<file path="src/rtl/apb_master.sv">
// APB4 requester engine: takes one command, runs the SETUP/ACCESS phases,
// and returns the read data and error status on a valid/ready response port.
module apb_master #(
  parameter int addrWidth = 32,
  parameter int dataWidth = 32
) (
  input  logic                   clk,
  input  logic                   rst,
  input  logic                   cmd_valid,
  output logic                   cmd_ready,
  input  logic                   cmd_write,
  input  logic [addrWidth-1:0]   cmd_addr,
  input  logic [dataWidth-1:0]   cmd_wdata,
  input  logic [dataWidth/8-1:0] cmd_strb,
  input  logic [2:0]             cmd_prot,
  output logic                   rsp_valid,
  input  logic                   rsp_ready,
  output logic [dataWidth-1:0]   rsp_rdata,
  output logic                   rsp_slverr,
  output logic [2:0]             pprot,
  output logic                   pselx,
  output logic                   penable,
  output logic                   pwrite,
  output logic [dataWidth/8-1:0] pstrb,
  output logic [addrWidth-1:0]   paddr,
  output logic [dataWidth-1:0]   pwdata,
  input  logic                   pslverr,
  input  logic                   pready,
  input  logic [dataWidth-1:0]   prdata
);

  typedef enum logic [1:0] {
    IDLE,
    SETUP,
    ACCESS,
    RESP
  } state_t;

  state_t state;
  state_t state_nxt;

  logic accept;
  logic done;

  assign accept = (state == IDLE) && cmd_valid;
  assign done   = (state == ACCESS) && pready;

  assign cmd_ready = (state == IDLE);
  assign rsp_valid = (state == RESP);

  always_ff @(posedge clk) begin
    if (rst) begin
      state <= IDLE;
    end else begin
      state <= state_nxt;
    end
  end

  always_comb begin
    state_nxt = state;
    unique case (state)
      IDLE:   if (cmd_valid) state_nxt = SETUP;
      SETUP:  state_nxt = ACCESS;
      ACCESS: if (pready) state_nxt = RESP;
      RESP:   if (rsp_ready) state_nxt = IDLE;
      default: state_nxt = IDLE;
    endcase
  end

  // Select/enable come straight from flops, loaded from the next state.
  always_ff @(posedge clk) begin
    if (rst) begin
      pselx   <= 1'b0;
      penable <= 1'b0;
    end else begin
      pselx   <= (state_nxt == SETUP) || (state_nxt == ACCESS);
      penable <= (state_nxt == ACCESS);
    end
  end

  // Request fields persist after the transfer until the next accept.
  always_ff @(posedge clk) begin
    if (rst) begin
      paddr  <= '0;
      pwrite <= 1'b0;
      pwdata <= '0;
      pstrb  <= '0;
      pprot  <= '0;
    end else if (accept) begin
      paddr  <= cmd_addr;
      pwrite <= cmd_write;
      pwdata <= cmd_write ? cmd_wdata : '0;
      pstrb  <= cmd_write ? cmd_strb : '0;
      pprot  <= cmd_prot;
    end
  end

  always_ff @(posedge clk) begin
    if (rst) begin
      rsp_rdata  <= '0;
      rsp_slverr <= 1'b0;
    end else if (done) begin
      rsp_rdata  <= pwrite ? '0 : prdata;
      rsp_slverr <= pslverr;
    end
  end

endmodule

</file>
<file path="config.mk">
export PLATFORM = sky130hd
export DESIGN_NAME = apb_master
export DESIGN_NICKNAME = d
export VERILOG_FILES = /design/src/rtl/apb_master.sv
export SDC_FILE = /design/constraint.sdc
export NUM_CORES = 1
export LEC_CHECK = 0
export ABC_AREA = 1
export CORE_MARGIN = 5
export CORE_UTILIZATION = 42
export DETAILED_ROUTE_END_ITERATION = 7
export GPL_TIMING_DRIVEN = 0
export PLACE_DENSITY = 0.82
export SKIP_LAST_GASP = 1
export SYNTH_ARGS = -nofsm -noshare
export SYNTH_HDL_FRONTEND = slang
export SYNTH_SLANG_ARGS = --single-unit
export TNS_END_PERCENT = 10
</file>
<file path="constraint.sdc">
create_clock -name clk -period 1.6 [get_ports clk]
set_clock_uncertainty 0.2 [all_clocks]
set_input_delay 0.16 -clock clk [delete_from_list [all_inputs] [get_ports clk]]
set_output_delay 0.16 -clock clk [all_outputs]
set_load 0.01 [all_outputs]
</file>
# Word level (Yosys, flattened, before mapping)
# Index checks and enable logic that the tools add are counted.
[totals]
reg_bits = 109
inputBits = 110
elab_cells = 26
[op_classes]
eq_ne = 5
muxes = 7
reduce_logical = 4
[op_table]
columns = ["cell", "n"]
rows = [
  ["2-to-1 mux 32 bit", 2],
  ["case mux 2 bit (4 select lines)", 1],
  ["== test 2 bit (second input constant)", 3],
  ["2-to-1 mux 2 bit", 3],
  ["== test 2 x 1 -> 1 bit (second input constant)", 2],
  ["2-to-1 mux 4 bit", 1],
  ["logical AND 1 bit", 2],
  ["logical NOT 2 bit", 1],
  ["logical OR 1 bit", 1],
]

# Logic depth before layout (Yosys ltp)
[logic_depth]
depth_word = 4
mapped_depth = 8
mapped_depth_nobuf = 7

# Worst setup path after synthesis
# Ideal clock, no wire load.
[synth_path]
kind = "register to register"
startpoint = "reg state[0]"
endpoint = "reg pselx"
t_arrival_ns = 1.161
t_required_ns = 1.334
path_slack_ns = 0.172
stages_incl_launch_ff = 8
n_path_buf = 1
cell_sequence = "dfxtp_1 nor2_2 nand2_2 buf_4 nand3_1 inv_1 ha_1 nor2_1"
[synth_via]
elab_chain_cells = 4
[synth_lines]
columns = ["element", "line_no", "source"]
rows = [
  ["start: declaration", "39", "state_t state;"],
  ["start signal: assignment", "55", "state <= state_nxt;"],
  ["== test 2 bit (tied with other cells)", "61", "unique case (state)"],
  ["case mux 2 bit (4 select lines) *", "61", ""],
  ["== test 2 x 1 -> 1 bit / == test 2 bit (equally long branches)", "76", "pselx <= (state_nxt == SETUP) || (state_nxt == ACCESS);"],
  ["logical OR 1 bit *", "76", ""],
  ["end signal: assignment", "76", ""],
  ["end: declaration", "21", "output logic pselx,"],
]
# Mark *: on every way between the ends. The rest lies on a longest branch, timed or not.
# A chain may end at the register's enable or synchronous reset.

# Worst setup path after layout
[layout_path]
startpoint = "reg pstrb[3]"
endpoint = "out pstrb[3]"
[layout_lines]
columns = ["element", "line_no", "source"]
rows = [
  ["start: declaration", "24", "output logic [dataWidth/8-1:0] pstrb,"],
  ["start signal: assignment", "93", "pstrb <= cmd_write ? cmd_strb : '0;"],
]
# No word-level cell between the ends.

==> results.toml <==
[sta]
setup_viol = 10
fmax_mhz = 621
max_slew_margin_pct = 64.8
fin_ws_ns = -0.0101
period_share_pct = 101
hold_viol = 0
final_max_slew_viol_count = 0
hold_slack_ns = 0.0133
tightest_slew_ns = 0.528
period_needed_ns = 1.61
rsz0062_at_grt = "true"

[run_status]
outcome = "complete, but fails checks"
violations = "negative setup slack"

[drt]
firstDrtPassIters = 4
drt_iter0_markers = 319
wirelength_um = 14800
wl_per_cell_um = 13.3
drcViolationCount = 0
avgViaCountPerCell = 4.53
num_vias = 5019
ant_nets = 0

[setup_path]
critPathArrivalTime_ns = 1.25
crit_slowest_cell = "clkdlybuf4s50_1"
required_ns = 1.24
crit_path_start_kind = "flop"
slowest_delay_ns = 0.57
critical_path_class = "reg2out"
cp_cell_sequence = "clkdlybuf4s50_1"
path_buf_inv = 1
critPathCaptureType = "output pin"
worstPathMaxFanout = 2
cp_top_family = "buffers and inverters"

[clock_network]
cts_tree = "done"
htreeDepth = 3
numClockSinks = 109
cts_buffer_depth = 2
clk_latency_ns = 0.35
ctsRootBufferMaster = "clkbuf_16"
path_clk_slew_ns = 0.07
cts_made_buffers = 9

[floorplan]
fp.dieW_um = 118
row_count = 39
fp.dieArea_sq_um = 13900
die_h_um = 118
initial_utilization_pct = 43.0
ios = 219
coreArea_sq_um = 11400

[place]
dpl_cell_area_sq_um = 7240
gp_congestion = 0.839
portBuffers = 215
dpl.hpwl_um = 10900
dp_cells = 1090

[synth]
synthTopCellsByArea = "dfxtp_1, nand2_1, inv_1, nor2_1, nand3b_1"
netlist_instances = 732
synth-edff-count = 0
ys_types = 21
syn_avg_cell_area_sq_um = 6.71
yosysSeqAreaShare_pct = 44.5
synth_top_flop_cell = "dfxtp_1"
synth.cell_area_sq_um = 4910
yosysTopAreaCell = "dfxtp_1"
ys_warn_count = 0
yosysMostFrequentCell = "nand2_1"
async_flop_share_pct = 0
netlist.area_leader.share_pct = 44.5
synth_nets = 843
ys_seq_elements = 109
synth_commonest_cells = "nand2_1, inv_1, nor2_1"

[layout]
fin_area_sq_um = 7630
stdcell_count = 1108
drive_gt1_share_pct = 5.91
n_antenna_cell = 0
syn_to_final_growth_pct = 55.4
nets = 1071
utilization_pct = 66.8

[worst_hold_path]
worstHoldPathType = "in2reg"

[power]
cellInternalPower_mw = 5.33
clkPwrFrac_pct = 35.2
p_sw_share_pct = 26.0
finalPower_mw = 7.20
p_per_area_nw_per_um2 = 944
p_comb_share_pct = 23.1
ir_drop_v = 0.000674
total_leakage_power_nw = 3.57
p_sw_mw = 1.88
seqPwrFrac_pct = 41.7

[global_route]
grt_pass1_wl_um = 23100
grt_max_degree = 17
antenna_found_initial = 0
overflow = 0
grt_pass1_vias = 4573
track_usage_pct = 20.3

[run]
max_cap_viol_count = 0
flip-flops by register name, summed over array words and instances (netlist names):
name / cells
state: 2
pstrb: 4
penable: 1
rsp_slverr: 1
pprot: 3
pwrite: 1
pselx: 1
rsp_rdata: 32
paddr: 32
pwdata: 32
cell usage in the layout, fill, tap and decap left out, types with 2 or more instances in the layout:
master and n:
nor2_1 137, inv_2 2, buf_4 4, o21ai_0 27, buf_6 12, nand3b_1 35
nand2_1 144, clkdlybuf4s50_1 208, clkbuf_8 4, clkbuf_1 12, nand3_1 39, inv_1 140
a21oi_1 38, dfxtp_1 107, clkbuf_2 4, dlygate4sd2_1 6, buf_1 7, buf_2 13
clkbuf_16 9, bufinv_16 2, o21ai_1 6
cell type report:
type | count | area [sq um]
timing repair buffer | 217 | 2160
clock buffer | 13 | 280
inverter | 142 | 533
sequential | 109 | 2190
buffer | 50 | 313
clock inverter | 3 | 65.1
multi-input combinational | 431 | 1910
fill | 1002 | 3790
tap | 143 | 179
power by group through the flow:
stage	combinational, mW	clock (mW)	sequential (mW)
finish	1.66	2.54	3.01
global route	1.83	2.71	3.03
CTS	1.65	2.59	3.01
detailed placement	1.63	0	3.07
global placement	1.62	0	3.06
floorplan	0.708	0	3.16
worst paths after layout:
path | from | slack, ns | endpoint | cells past startpoint
worst max-delay path | pstrb[3] | -0.01 | pstrb[3] | 1
worst min-delay path | rst | 0.01 | rsp_slverr | 2
worst max register to register | state[1] | 0.08 | pselx | 7
worst min register to register | pwdata[27] | 0.26 | pwdata[27] | 2
per-stage QoR:
stage	setup TNS [ns]	setup slack [ns]
after floorplan	0	0.172
after global placement	-0.741	-0.169
after detailed placement	-0.778	-0.171
after CTS	-1.26	-0.173
after global routing	-3.19	-0.0740
final	-0.0406	-0.0101
layer usage:
metal  up-vias  GRT usage (%)  part of all wire, %
met5         -              0                    0
met4         0           7.60                  2.0
met3        21           6.78                  8.1
met2       156           34.2                   49
met1      2215           24.0                   41
li1       2627              -                    -
logic make-up (layout without fill, tap and decap cells):
| logic type | Yosys count | in the layout | share of synthesized area, % |
|---|---|---|---|
| AOI/OAI and AO/OA | 71 | 71 | 7.24 |
| adders and majority gates | 1 | 1 | 0.255 |
| buffers and inverters | 192 | 425 | 16.6 |
| DFF | 109 | 109 | 44.5 |
| and+or+nand+nor | 359 | 359 | 31.4 |
what timing repair did:
item,in CTS,in global routing
hold buffers,0,0
setup endpoints to repair,75,158
buffers inserted,1,1
pin swaps,0,1
resized for setup,9,21
Power figures use the tool's default switching activity.
